File: src/rtl/systolic_skew_feeder.sv
// Input stage of the systolic array: buffers 5-lane operand vectors in a small FIFO
// and emits them diagonally skewed. Optional stall counter: FEEDER_STALL_CNT_EN.
//
// state  | meaning
// IDLE   | no burst in progress; first pop starts STREAM or FLUSH
// STREAM | popping vectors on every advance; starved while the FIFO is empty
// FLUSH  | injecting zeros until the last vector clears lane 4
module systolic_skew_feeder #(
  parameter int LANES = 5,
  parameter int WIDTH = 8,
  parameter int DEPTH = 4
) (
  input  logic                   clk,
  input  logic                   rst_n,
  input  logic                   ena,
  input  logic                   in_valid,
  output logic                   in_ready,
  input  logic [LANES*WIDTH-1:0] in_data,
  input  logic                   in_last,
  output logic [WIDTH-1:0]       data_out1,
  output logic [WIDTH-1:0]       data_out2,
  output logic [WIDTH-1:0]       data_out3,
  output logic [WIDTH-1:0]       data_out4,
  output logic [WIDTH-1:0]       data_out5,
  output logic                   array_en,
  output logic                   busy,
  output logic                   done
`ifdef FEEDER_STALL_CNT_EN
  ,
  output logic [15:0]            stall_cnt
`endif
);

  localparam int AW = $clog2(DEPTH);
  localparam int EW = LANES * WIDTH + 1;
  localparam int CW = $clog2(LANES);
  localparam logic [CW-1:0] FLUSH_INIT = CW'(LANES - 1);

  typedef enum logic [1:0] {IDLE, STREAM, FLUSH} state_t;

  state_t          state, state_nxt;
  logic [EW-1:0]   mem [DEPTH];
  logic [AW:0]     wr_ptr, rd_ptr;
  logic            full, empty, push, pop, advance;
  logic [EW-1:0]   head;
  logic [CW-1:0]   flush_cnt;
  logic [WIDTH-1:0] lane_out [LANES];

  assign full  = (wr_ptr[AW] != rd_ptr[AW]) && (wr_ptr[AW-1:0] == rd_ptr[AW-1:0]);
  assign empty = (wr_ptr == rd_ptr);
  assign head  = mem[rd_ptr[AW-1:0]];
  assign push  = in_valid && in_ready;
  assign pop   = advance && (state != FLUSH);

  always_ff @(posedge clk) begin
    if (push) mem[wr_ptr[AW-1:0]] <= {in_last, in_data};
  end

  always_ff @(posedge clk or negedge rst_n) begin
    if (!rst_n) begin
      wr_ptr <= '0;
      rd_ptr <= '0;
    end else begin
      if (push) wr_ptr <= wr_ptr + 1'b1;
      if (pop)  rd_ptr <= rd_ptr + 1'b1;
    end
  end

  always_ff @(posedge clk or negedge rst_n) begin
    if (!rst_n) state <= IDLE;
    else        state <= state_nxt;
  end

  always_comb begin
    state_nxt = state;
    case (state)
      IDLE, STREAM: if (advance) state_nxt = head[EW-1] ? FLUSH : STREAM;
      FLUSH:        if (advance && flush_cnt == CW'(1)) state_nxt = IDLE;
      default:      state_nxt = IDLE;
    endcase
  end

  always_comb begin
    in_ready = !full && (state != FLUSH);
    advance  = ena && ((state == FLUSH) || !empty);
    array_en = advance;
    busy     = (state != IDLE) || !empty;
  end

  // done fires in the cycle after the advance that empties the flush counter
  always_ff @(posedge clk or negedge rst_n) begin
    if (!rst_n) begin
      flush_cnt <= '0;
      done      <= 1'b0;
    end else begin
      done <= (state == FLUSH) && advance && (flush_cnt == CW'(1));
      if (state != FLUSH && state_nxt == FLUSH)
        flush_cnt <= FLUSH_INIT;
      else if (state == FLUSH && advance)
        flush_cnt <= flush_cnt - CW'(1);
    end
  end

  // lane k is a k+1 deep shift chain; zeros are injected while flushing
  for (genvar k = 0; k < LANES; k++) begin : g_lane
    logic [WIDTH-1:0] chain [k+1];
    logic [WIDTH-1:0] inj;

    assign inj = (state == FLUSH) ? '0 : head[k*WIDTH +: WIDTH];

    always_ff @(posedge clk or negedge rst_n) begin
      if (!rst_n) begin
        for (int j = 0; j <= k; j++) chain[j] <= '0;
      end else if (advance) begin
        chain[0] <= inj;
        for (int j = 1; j <= k; j++) chain[j] <= chain[j-1];
      end
    end

    assign lane_out[k] = chain[k];
  end

  assign data_out1 = lane_out[0];
  assign data_out2 = lane_out[1];
  assign data_out3 = lane_out[2];
  assign data_out4 = lane_out[3];
  assign data_out5 = lane_out[4];

`ifdef FEEDER_STALL_CNT_EN
  always_ff @(posedge clk or negedge rst_n) begin
    if (!rst_n)
      stall_cnt <= '0;
    else if (state == IDLE && state_nxt == STREAM)
      stall_cnt <= '0;
    else if (state == STREAM && ena && empty && stall_cnt != 16'hFFFF)
      stall_cnt <= stall_cnt + 16'd1;
  end
`endif

endmodule

File: config.mk
export PLATFORM = sky130hd
export DESIGN_NAME = systolic_skew_feeder
export DESIGN_NICKNAME = d
export VERILOG_FILES = /design/src/rtl/systolic_skew_feeder.sv
export SDC_FILE = /design/constraint.sdc
export NUM_CORES = 1
export LEC_CHECK = 0
export CORE_UTILIZATION = 50
export DETAILED_ROUTE_END_ITERATION = 10
export PLACE_DENSITY = 0.7
export SYNTH_ARGS = -nofsm -noshare
export SYNTH_HDL_FRONTEND = slang
export SYNTH_SLANG_ARGS = --single-unit
File: constraint.sdc
create_clock -name clk -period 4.95 [get_ports clk]
set_input_delay 0.7425 -clock clk [delete_from_list [all_inputs] [get_ports clk]]
set_output_delay 0.7425 -clock clk [all_outputs]
set_load 0.01 [all_outputs]
==> impl_metrics.xml, run 1 <==
<?xml version="1.0" encoding="UTF-8"?>
<metrics>
  <group name="critical_path">
    <metric name="worstPathMaxFanout" unit="">8</metric>
    <metric name="crit_required" unit="ns">4.21</metric>
    <metric name="setup.worst_path.start_class" unit="">flop</metric>
    <metric name="critical_path.endpoint_type" unit="">primary output</metric>
    <metric name="setup.worst_path.class" unit="">flop to primary output</metric>
    <metric name="cp.arrival" unit="ns">2.38</metric>
  </group>
  <group name="timing">
    <metric name="max_freq" unit="MHz">320</metric>
    <metric name="timing.max_slew.rel_slack" unit="%">21.4</metric>
    <metric name="final_period_minus_worst_setup_slack" unit="ns">3.12</metric>
    <metric name="final.setup_skew" unit="ns">0.00788</metric>
    <metric name="hold_viol_final" unit="">0</metric>
    <metric name="timing.setup.tns" unit="ns">0</metric>
    <metric name="unrepaired_setup_endpoints_after_global_routing" unit="">no</metric>
    <metric name="postLayoutSetupSlackWorst" unit="ns">1.83</metric>
    <metric name="max_slew.worst_pin.slew" unit="ns">1.18</metric>
    <metric name="finalMaxSlewViolations" unit="">0</metric>
    <metric name="timing.final.setup_violations" unit="">0</metric>
    <metric name="layout_worst_path_cycle_share" unit="%">63.1</metric>
  </group>
  <group name="global_routing">
    <metric name="maximum_number_of_pins_on_one_net_before_global_route_repair" unit="">121</metric>
    <metric name="initial_antenna_violation_count" unit="">0</metric>
    <metric name="grt.total_usage" unit="%">16.5</metric>
    <metric name="first_pass_grt_wire_length" unit="µm">30200</metric>
    <metric name="grt_overflow" unit="">0</metric>
    <metric name="via_count_of_the_first_global_routing_pass" unit="">5568</metric>
  </group>
  <group name="floorplan">
    <metric name="rows" unit="">54</metric>
    <metric name="design.core.area" unit="µm²">22100</metric>
    <metric name="fp.dieH" unit="µm">153</metric>
    <metric name="boundaryPins" unit="">89</metric>
    <metric name="die_area" unit="µm²">23400</metric>
    <metric name="floorplan.initialDensity" unit="%">51.5</metric>
    <metric name="die_width" unit="µm">153</metric>
  </group>
  <group name="synth">
    <metric name="number_of_register_bits_inferred_by_synthesis" unit="">296</metric>
    <metric name="yosysUniqueCellTypes" unit="">34</metric>
    <metric name="mappedNetlistArea" unit="µm²">11400</metric>
    <metric name="yosys-top-cells-count" unit="">edfxtp_1, dfrtp_1, mux2_2, inv_1, mux4_2</metric>
    <metric name="synth_enable_flop_cells" unit="">164</metric>
    <metric name="async_reset_ff_share" unit="%">44.6</metric>
    <metric name="synth.avg_cell_area" unit="µm²">18.7</metric>
    <metric name="dominant_cells_by_area_after_synthesis" unit="">edfxtp_1, dfrtp_1, mux4_2</metric>
    <metric name="synth_top_cell_area_share" unit="%">43.2</metric>
    <metric name="synth-main-ff-cell" unit="">edfxtp_1</metric>
    <metric name="post_synth_inst_count" unit="">609</metric>
    <metric name="cell_with_the_most_instances_after_synthesis" unit="">edfxtp_1</metric>
    <metric name="ys.warnings.count" unit="">0</metric>
    <metric name="mappedNetlistNets" unit="">661</metric>
    <metric name="post-synth-top-area-cell" unit="">edfxtp_1</metric>
    <metric name="ys_seq_area_share" unit="%">72.2</metric>
  </group>
  <group name="cts">
    <metric name="ctsRootBufferMaster" unit="">clkbuf_16</metric>
    <metric name="clk_transition_reported_paths" unit="ns">0.06</metric>
    <metric name="latest_clock_arrival_within_the_worst_skew_pair" unit="ns">0.54</metric>
    <metric name="num_cts_buffers" unit="">30</metric>
    <metric name="htree_num_levels" unit="">1</metric>
    <metric name="cts.sink_count" unit="">296</metric>
    <metric name="post_cts.resized_instances" unit="">0</metric>
    <metric name="max-clock-path-buffers" unit="">3</metric>
    <metric name="cts_post_setup_buffers_inserted" unit="">0</metric>
    <metric name="hold_buffers" unit="">0</metric>
    <metric name="cts_tree" unit="">yes</metric>
  </group>
  <group name="place">
    <metric name="post-place-cells" unit="">922</metric>
    <metric name="dpl_worst_slack" unit="ns">1.96</metric>
    <metric name="place.port_buffers" unit="">88</metric>
    <metric name="gp_congestion" unit="">0.684</metric>
    <metric name="dp_hpwl" unit="µm">10300</metric>
  </group>
  <group name="hold_path">
    <metric name="hold_path_class" unit="">input port to async pin</metric>
  </group>
  <group name="routing">
    <metric name="route.detailed.wl_per_inst" unit="µm">19.1</metric>
    <metric name="detail_route.wirelength" unit="µm">18600</metric>
    <metric name="met2_length" unit="µm">9380</metric>
    <metric name="drt.antenna.violating_nets" unit="">0</metric>
    <metric name="starting_drc_count_in_detailed_routing" unit="">397</metric>
    <metric name="drt_first_pass_iters" unit="">4</metric>
    <metric name="drcViolationCount" unit="">0</metric>
    <metric name="wire_length_on_met1" unit="µm">8030</metric>
    <metric name="vias" unit="">5266</metric>
    <metric name="dr.max_layer_used" unit="">met4</metric>
    <metric name="avgViaCountPerCell" unit="">5.38</metric>
    <metric name="met3RoutedLength" unit="µm">863</metric>
  </group>
  <group name="layout">
    <metric name="num_antenna_cells" unit="">0</metric>
    <metric name="finish.cell_count_without_fillers" unit="">978</metric>
    <metric name="reg_area" unit="µm²">8230</metric>
    <metric name="multiInputGateArea" unit="µm²">2570</metric>
    <metric name="flow.area_growth_from_synthesis" unit="%">16.5</metric>
    <metric name="num-fill-cells" unit="">1647</metric>
    <metric name="nNetsFinal" unit="">726</metric>
    <metric name="drive_above_1_share" unit="%">27.1</metric>
  </group>
  <group name="power_and_ir_drop">
    <metric name="p_switching" unit="W">0.00239</metric>
    <metric name="p_int" unit="W">0.00605</metric>
    <metric name="p_per_area" unit="nW/µm²">636</metric>
    <metric name="static-leakage-power" unit="nW">5.15</metric>
    <metric name="vdd.ir_drop.worst" unit="mV">0.375</metric>
    <metric name="swShare" unit="%">28.4</metric>
    <metric name="power.clock.fraction" unit="%">26.4</metric>
    <metric name="pwr-share-comb" unit="%">29.0</metric>
    <metric name="pwr-share-seq" unit="%">44.6</metric>
  </group>
  <group name="run">
    <metric name="max_cap_violations" unit="">0</metric>
  </group>
  <group name="run_status">
    <metric name="status" unit="">complete, no violations</metric>
  </group>
</metrics>
registers in the layout, summed over array words and instances, names as in the netlist:
register	cells
mem	164
data_out3	8
rd_ptr	3
g_lane.chain	80
data_out5	8
wr_ptr	3
done	1
data_out1	8
state	2
data_out2	8
flush_cnt	3
data_out4	8
metal layers:
metal  up-vias  track usage, %
met5         -               0
met4         0            4.04
met3        31            3.37
met2       119            28.9
met1      2720            21.1
li1       2396               -
critical path, cell delays in order (launching register included):
cell             delay [ns]
dfrtp_1                0.41
xor2_1                 0.18
nand3b_2               0.33
or3_1                  0.38
clkdlybuf4s50_1        0.54
stage by stage:
stage	cell area [µm²]	hold slack [ns]	utilization [%]	power (W)
floorplan	11400	0.442	-	0.00563
global placement	12300	0.465	55.5	0.00617
global route	13300	0.354	60.0	0.00889
detailed placement	12300	0.466	55.5	0.00630
CTS	13300	0.330	60.0	0.00857
finish	13300	0.298	60.0	0.00844
cell usage in the layout (no fill, tap or decap), types with 7 or more instances in the layout:
| cell | instances |
|---|---|
| edfxtp_1 | 164 |
| dfrtp_1 | 130 |
| clkdlybuf4s50_1 | 87 |
| mux2_2 | 79 |
| inv_1 | 46 |
| mux4_2 | 41 |
| o2bb2ai_1 | 40 |
| clkbuf_16 | 32 |
| clkinv_2 | 12 |
| ha_1 | 7 |
final cells by class:
class	count	area share (%)
Sequential cell	296	62.1
Multi-Input combinational cell	207	19.4
Timing Repair Buffer	93	7.03
Clock buffer	40	6.56
Tap cell	280	2.64
Inverter	46	1.30
Clock inverter	16	1.00
power by group through the flow:
stage | clock network, W | registers (W) | logic (W)
final | 0.00223 | 0.00376 | 0.00245
after global routing | 0.00237 | 0.00385 | 0.00267
after CTS | 0.00228 | 0.00378 | 0.00251
after detailed placement | 0 | 0.00382 | 0.00249
after global placement | 0 | 0.00376 | 0.00241
after floorplan | 0 | 0.00370 | 0.00192
final timing paths:
kind	start	endpoint	slack, ns	cells past startpoint
setup / recovery	rd_ptr[2]	busy	1.83	4
hold / removal	rst_n	data_out3[5]	0.30	1
setup reg to reg	wr_ptr[1]	mem[3][28]	2.46	3
hold reg to reg	flush_cnt[2]	done	0.47	1
max in group asynchronous	rst_n	g_lane[1].chain[14]	3.62	2
min in group clk	flush_cnt[2]	done	0.47	1
kinds of logic after synthesis:
family	count (synthesis)	share of synthesized area, %
AO/OA/AOI/OAI	49	3.64
XOR/XNOR	8	0.747
adder cells (fa/ha/maj)	7	0.769
buffers and inverters	106	5.31
flip-flops	296	72.2
multiplexers	123	16.2
AND/OR/NAND/NOR	20	1.08
No activity file was read; power rests on OpenSTA's default activity.
==> inputs of run 2 (changes only) <==
Clock period 4.95 ns to 3.1 ns, I/O delays scaled along.
==> run 2 against run 1 <==
Final cell count rose by 0.72%; utilization grew 0.074 points; die area stayed put; register-to-register slack got worse by 1.6 ns; critical path depth is the same; non-clock buffer count up 9; sequential power is 59% higher; clock skew rose by 0.0037 ns; combinational power grew 61%; critical endpoint unchanged.
==> impl_metrics.xml, run 2 (synthesis gave the netlist of run 1 again) <==
<?xml version="1.0" encoding="UTF-8"?>
<metrics>
  <group name="run_status">
    <metric name="status" unit="">complete, no violations</metric>
  </group>
  <group name="floorplan">
    <metric name="boundaryPins" unit="">89</metric>
    <metric name="die_width" unit="µm">153</metric>
    <metric name="fp.dieH" unit="µm">153</metric>
    <metric name="rows" unit="">54</metric>
    <metric name="floorplan.initialDensity" unit="%">51.5</metric>
    <metric name="design.core.area" unit="µm²">22100</metric>
    <metric name="die_area" unit="µm²">23400</metric>
  </group>
  <group name="layout">
    <metric name="nNetsFinal" unit="">734</metric>
    <metric name="num_antenna_cells" unit="">0</metric>
    <metric name="final_area" unit="µm²">13300</metric>
    <metric name="largest_reg_flops" unit="">164</metric>
    <metric name="drive_above_1_share" unit="%">27.0</metric>
    <metric name="final_common_cell" unit="">edfxtp_1</metric>
    <metric name="flow.area_growth_from_synthesis" unit="%">16.6</metric>
    <metric name="layout.cells.most_common_list" unit="">edfxtp_1, dfrtp_1, clkdlybuf4s50_1</metric>
  </group>
  <group name="critical_path">
    <metric name="worstPathMaxFanout" unit="">8</metric>
    <metric name="critPathBufInv" unit="">1</metric>
    <metric name="setup.worst_path.start_class" unit="">flop</metric>
    <metric name="critical_path.top_delay_family" unit="">simple AND/OR/NAND/NOR gates</metric>
    <metric name="cp_cell_sequence" unit="">xor2_1 &gt; nand3b_2 &gt; or3_1 &gt; clkdlybuf4s50_1</metric>
    <metric name="critical-path-max-stage-delay" unit="ns">0.55</metric>
    <metric name="critical_path.endpoint_type" unit="">primary output</metric>
    <metric name="crit_required" unit="ns">2.63</metric>
    <metric name="cp.arrival" unit="ns">2.40</metric>
    <metric name="critical_path_depth" unit="">4</metric>
    <metric name="setup.worst_path.class" unit="">flop to primary output</metric>
    <metric name="cp_slowest_cell" unit="">clkdlybuf4s50_1</metric>
    <metric name="reg2regPathDepth" unit="">4</metric>
  </group>
  <group name="cts">
    <metric name="htree_num_levels" unit="">1</metric>
    <metric name="post_cts.resized_instances" unit="">0</metric>
    <metric name="max-clock-path-buffers" unit="">3</metric>
    <metric name="ctsRootBufferMaster" unit="">clkbuf_16</metric>
    <metric name="cts_post_setup_buffers_inserted" unit="">0</metric>
    <metric name="cts.sink_count" unit="">296</metric>
    <metric name="latest_clock_arrival_within_the_worst_skew_pair" unit="ns">0.55</metric>
    <metric name="cts_tree" unit="">yes</metric>
    <metric name="num_cts_buffers" unit="">29</metric>
    <metric name="clk_transition_reported_paths" unit="ns">0.06</metric>
    <metric name="hold_buffers" unit="">1</metric>
  </group>
  <group name="timing">
    <metric name="timing.final.setup_violations" unit="">0</metric>
    <metric name="hold_viol_final" unit="">0</metric>
    <metric name="finalMaxSlewViolations" unit="">0</metric>
    <metric name="layout_worst_path_cycle_share" unit="%">92.4</metric>
    <metric name="timing.setup.tns" unit="ns">0</metric>
    <metric name="max_freq" unit="MHz">349</metric>
    <metric name="unrepaired_setup_endpoints_after_global_routing" unit="">no</metric>
    <metric name="final.setup_skew" unit="ns">0.0116</metric>
    <metric name="max_slew.worst_pin.slew" unit="ns">0.860</metric>
    <metric name="final_period_minus_worst_setup_slack" unit="ns">2.86</metric>
    <metric name="timing.max_slew.rel_slack" unit="%">42.7</metric>
  </group>
  <group name="power_and_ir_drop">
    <metric name="p_per_area" unit="nW/µm²">1000</metric>
    <metric name="pwr-share-seq" unit="%">44.9</metric>
    <metric name="swShare" unit="%">28.3</metric>
    <metric name="p_int" unit="W">0.00955</metric>
    <metric name="vdd.ir_drop.worst" unit="mV">0.730</metric>
    <metric name="static-leakage-power" unit="nW">5.15</metric>
    <metric name="p_switching" unit="W">0.00378</metric>
    <metric name="power.clock.fraction" unit="%">25.5</metric>
    <metric name="pwr-share-comb" unit="%">29.6</metric>
  </group>
  <group name="place">
    <metric name="place_area" unit="µm²">12300</metric>
    <metric name="gp_congestion" unit="">0.681</metric>
    <metric name="dp_hpwl" unit="µm">10700</metric>
    <metric name="place.port_buffers" unit="">88</metric>
  </group>
  <group name="routing">
    <metric name="detail_route.wirelength" unit="µm">18600</metric>
    <metric name="drt.antenna.violating_nets" unit="">0</metric>
    <metric name="drcViolationCount" unit="">0</metric>
    <metric name="avgViaCountPerCell" unit="">5.39</metric>
    <metric name="route.detailed.wl_per_inst" unit="µm">18.8</metric>
    <metric name="starting_drc_count_in_detailed_routing" unit="">281</metric>
    <metric name="drt_first_pass_iters" unit="">4</metric>
    <metric name="vias" unit="">5306</metric>
  </group>
  <group name="hold_path">
    <metric name="whs_path_depth" unit="">1</metric>
    <metric name="hold_path_class" unit="">flop to flop</metric>
  </group>
  <group name="global_routing">
    <metric name="initial_antenna_violation_count" unit="">0</metric>
    <metric name="first_pass_grt_wire_length" unit="µm">30700</metric>
    <metric name="grt.total_usage" unit="%">16.8</metric>
    <metric name="grt_overflow" unit="">0</metric>
    <metric name="via_count_of_the_first_global_routing_pass" unit="">5751</metric>
    <metric name="maximum_number_of_pins_on_one_net_before_global_route_repair" unit="">121</metric>
  </group>
  <group name="run">
    <metric name="max_cap_violations" unit="">0</metric>
  </group>
</metrics>
## run 2: cell types whose count changed in the layout (fill, tap and decap cells not counted), moves of 2 or more
cell,change
buf_4,+7
clkbuf_1,+5
clkbuf_16,-3
clkbuf_4,+2
clkbuf_8,+3
clkinv_2,-9
## run 2: layout make-up
class	instances	area [µm²]
Clock buffer	47	871
Fill cell	1661	8810
Tap cell	280	350
Inverter	46	173
Multi-Input combinational cell	207	2570
Clock inverter	7	66.3
Sequential cell	296	8230
Timing Repair Buffer	102	1010
## run 2: worst register-to-register path, cell delays in order, from the launching register on
cell      delay (ns)
dfrtp_4         0.43
buf_4           0.69
mux4_2          0.66
a211o_1         0.32
o221ai_1        0.08
## run 2: power groups by stage
stage / logic, W / clock network, W / registers, W
2_1_floorplan: 0.00307 / 0 / 0.00591
3_3_place_gp: 0.00390 / 0 / 0.00599
3_5_place_dp: 0.00402 / 0 / 0.00607
4_1_cts: 0.00405 / 0.00348 / 0.00601
5_1_grt: 0.00435 / 0.00363 / 0.00613
6_report: 0.00395 / 0.00340 / 0.00599
## run 2: stage by stage
| step | std cells | hold slack [ns] | power (W) | utilization (%) | worst slack [ns] |
|---|---|---|---|---|---|
| after floorplan | 609 | 0.169 | 0.00898 | - | 0.466 |
| after global placement | 930 | 0.464 | 0.00989 | 55.8 | 0.656 |
| after detailed placement | 930 | 0.468 | 0.0101 | 55.8 | 0.628 |
| after CTS | 985 | 0.477 | 0.0135 | 60.1 | 0.202 |
| after global routing | 985 | 0.498 | 0.0141 | 60.1 | 0.120 |
| final | 985 | 0.469 | 0.0133 | 60.1 | 0.236 |
## run 2: worst paths after layout
check / start / to / slack [ns]
min in group asynchronous: rst_n / g_lane[2].chain[21] / 0.53
min: flush_cnt[2] / done / 0.47
max in group asynchronous: rst_n / g_lane[3].chain[12] / 1.83
min reg2reg: flush_cnt[2] / done / 0.47
max reg2reg: rd_ptr[0] / flush_cnt[0] / 0.84
max: rd_ptr[2] / busy / 0.24
## run 2: routing by layer
metal | track usage, % | vias up | part of all wire, %
met4 | 4.28 | 0 | 2.4
met2 | 29.4 | 119 | 51
met1 | 21.3 | 2762 | 42
li1 | - | 2390 | -
met5 | 0 | - | 0
met3 | 3.57 | 35 | 4.7
==> inputs of run 3 (changes only) <==
Settings changed: CORE_UTILIZATION 50 to 35, HOLD_SLACK_MARGIN set to 0.06, PLACE_DENSITY 0.7 to not set, SLEW_MARGIN set to 20.
==> run 3 against run 2 <==
Maximum frequency is essentially flat; utilization shrank 18 points; global-route usage shrank 4.6 points; combinational power grew 1%; clock skew shrank 0.0040 ns; power grew 0.84%; sequential share of layout area shrank 1.1 points; sequential cell count is the same; worst hold slack gained 0.010 ns; worst setup slack lost 0.0027 ns; final cell count grew 16%.
==> impl_metrics.xml, run 3 (synthesis gave the netlist of run 1 again) <==
<?xml version="1.0" encoding="UTF-8"?>
<metrics>
  <group name="place">
    <metric name="place.port_buffers" unit="">88</metric>
    <metric name="dp_hpwl" unit="µm">11700</metric>
    <metric name="gp_congestion" unit="">0.669</metric>
  </group>
  <group name="cts">
    <metric name="clk_transition_reported_paths" unit="ns">0.06</metric>
    <metric name="num_cts_buffers" unit="">30</metric>
    <metric name="max-clock-path-buffers" unit="">3</metric>
    <metric name="htree_num_levels" unit="">1</metric>
    <metric name="cts_tree" unit="">yes</metric>
    <metric name="latest_clock_arrival_within_the_worst_skew_pair" unit="ns">0.54</metric>
    <metric name="cts.sink_count" unit="">296</metric>
    <metric name="ctsRootBufferMaster" unit="">clkbuf_16</metric>
    <metric name="cts_post_setup_buffers_inserted" unit="">0</metric>
  </group>
  <group name="critical_path">
    <metric name="setup.worst_path.start_class" unit="">flop</metric>
    <metric name="cp.arrival" unit="ns">2.40</metric>
    <metric name="crit_required" unit="ns">2.63</metric>
    <metric name="worst_r2r_startpoint" unit="">rd_ptr[0]</metric>
    <metric name="critical_path.endpoint_type" unit="">primary output</metric>
    <metric name="setup.worst_path.class" unit="">flop to primary output</metric>
    <metric name="crit_path_start" unit="">rd_ptr[2]</metric>
    <metric name="worstPathMaxFanout" unit="">8</metric>
  </group>
  <group name="floorplan">
    <metric name="fp.dieH" unit="µm">182</metric>
    <metric name="design.core.area" unit="µm²">31800</metric>
    <metric name="floorplan.initialDensity" unit="%">35.8</metric>
    <metric name="die_width" unit="µm">182</metric>
    <metric name="boundaryPins" unit="">89</metric>
    <metric name="die_area" unit="µm²">33300</metric>
    <metric name="rows" unit="">65</metric>
  </group>
  <group name="layout">
    <metric name="num_antenna_cells" unit="">0</metric>
    <metric name="largest_reg_flops" unit="">164</metric>
    <metric name="layout.cells.most_common_list" unit="">edfxtp_1, dfrtp_1, clkdlybuf4s50_1</metric>
    <metric name="num-fill-cells" unit="">2792</metric>
    <metric name="nNetsFinal" unit="">733</metric>
    <metric name="final_common_cell" unit="">edfxtp_1</metric>
    <metric name="flow.area_growth_from_synthesis" unit="%">18.8</metric>
    <metric name="drive_above_1_share" unit="%">26.2</metric>
  </group>
  <group name="timing">
    <metric name="timing.setup.tns" unit="ns">0</metric>
    <metric name="timing.final.setup_violations" unit="">0</metric>
    <metric name="hold_viol_final" unit="">0</metric>
    <metric name="layout_worst_path_cycle_share" unit="%">92.5</metric>
    <metric name="timing.max_slew.rel_slack" unit="%">41.9</metric>
    <metric name="final.setup_skew" unit="ns">0.00759</metric>
    <metric name="unrepaired_setup_endpoints_after_global_routing" unit="">no</metric>
    <metric name="final_period_minus_worst_setup_slack" unit="ns">2.87</metric>
    <metric name="max_freq" unit="MHz">349</metric>
    <metric name="finalMaxSlewViolations" unit="">0</metric>
    <metric name="max_slew.worst_pin.slew" unit="ns">0.872</metric>
  </group>
  <group name="routing">
    <metric name="vias" unit="">5227</metric>
    <metric name="starting_drc_count_in_detailed_routing" unit="">326</metric>
    <metric name="drt.antenna.violating_nets" unit="">0</metric>
    <metric name="detail_route.wirelength" unit="µm">19600</metric>
    <metric name="drcViolationCount" unit="">0</metric>
    <metric name="drt_first_pass_iters" unit="">4</metric>
    <metric name="route.detailed.wl_per_inst" unit="µm">17.2</metric>
    <metric name="avgViaCountPerCell" unit="">4.59</metric>
  </group>
  <group name="global_routing">
    <metric name="grt_overflow" unit="">0</metric>
    <metric name="grt.total_usage" unit="%">12.1</metric>
    <metric name="maximum_number_of_pins_on_one_net_before_global_route_repair" unit="">121</metric>
    <metric name="first_pass_grt_wire_length" unit="µm">31700</metric>
    <metric name="via_count_of_the_first_global_routing_pass" unit="">5735</metric>
    <metric name="initial_antenna_violation_count" unit="">0</metric>
  </group>
  <group name="power_and_ir_drop">
    <metric name="p_per_area" unit="nW/µm²">993</metric>
    <metric name="vdd.ir_drop.worst" unit="mV">0.534</metric>
    <metric name="finalPower" unit="W">0.0134</metric>
    <metric name="static-leakage-power" unit="nW">5.16</metric>
  </group>
  <group name="run">
    <metric name="max_cap_violations" unit="">0</metric>
  </group>
  <group name="run_status">
    <metric name="status" unit="">complete, no violations</metric>
  </group>
  <group name="hold_path">
    <metric name="startpoint_of_the_lowest_slack_hold_path" unit="">flush_cnt[2]</metric>
    <metric name="hold_path_class" unit="">flop to flop</metric>
  </group>
</metrics>
## run 3: changes by cell type in the layout (fill, tap and decap cells not counted), moves of 2 or more
cell	before	now
clkbuf_8	7	4
clkbuf_4	2	0
clkinv_1	1	5
clkbuf_16	29	31
buf_12	2	6
buf_4	11	5
## run 3: report_power, final
group | total, W | internal (W) | leakage, nW | switching [W]
registers | 0.00598 | 0.00547 | 3.15 | 0.000513
clock network | 0.00346 | 0.00208 | 0.469 | 0.00138
logic | 0.00400 | 0.00211 | 1.53 | 0.00188
total | 0.0134 | 0.00966 | 5.16 | 0.00378
## run 3: layer usage
layer / GRT usage, % / vias up / wire [µm]
li1: - / 2402 / -
met1: 15.2 / 2670 / 8330
met2: 21.0 / 111 / 9820
met3: 2.51 / 44 / 977
met4: 3.80 / 0 / 423
met5: 0 / - / 0
## run 3: worst paths after layout
| check | endpoint | slack, ns | cells after the start |
|---|---|---|---|
| hold reg to reg | done | 0.48 | 1 |
| setup / recovery | busy | 0.23 | 4 |
| hold / removal | done | 0.48 | 1 |
| min in group asynchronous | data_out5[6] | 0.50 | 2 |
| max in group asynchronous | data_out2[5] | 1.83 | 3 |
| setup reg to reg | flush_cnt[0] | 0.82 | 4 |
## run 3: timing repair
action	in CTS	in global routing
hold buffers	1	0
endpoints found under the hold margin	63	0
gates resized for setup	0	0
## run 3: through the flow
stage	hold slack, ns	std cells	cell area [µm²]	util (%)	setup WS [ns]
final	0.479	1138	13500	42.6	0.233
after global routing	0.501	1138	13500	42.6	0.132
after CTS	0.483	1138	13500	42.6	0.193
after detailed placement	0.470	1083	12600	39.5	0.653
after global placement	0.468	1083	12600	39.5	0.669
after floorplan	0.169	609	11400	-	0.466
## run 3: critical path: stages, from the launching register on
cell and delay (ns):
dfrtp_1 0.40, xor2_1 0.18, nand3b_2 0.33, or3_1 0.44, clkdlybuf4s50_1 0.51
## run 3: area by class of cell
type                       count  area, µm²  share of cell area [%]
timing repair buffer         100       1050                    7.76
clock inverter                10       93.8                   0.693
clock buffer                  44        865                    6.39
tap                          435        544                    4.02
inverter                      46        173                    1.28
multi-input combinational    207       2570                    19.0
sequential                   296       8230                    60.8
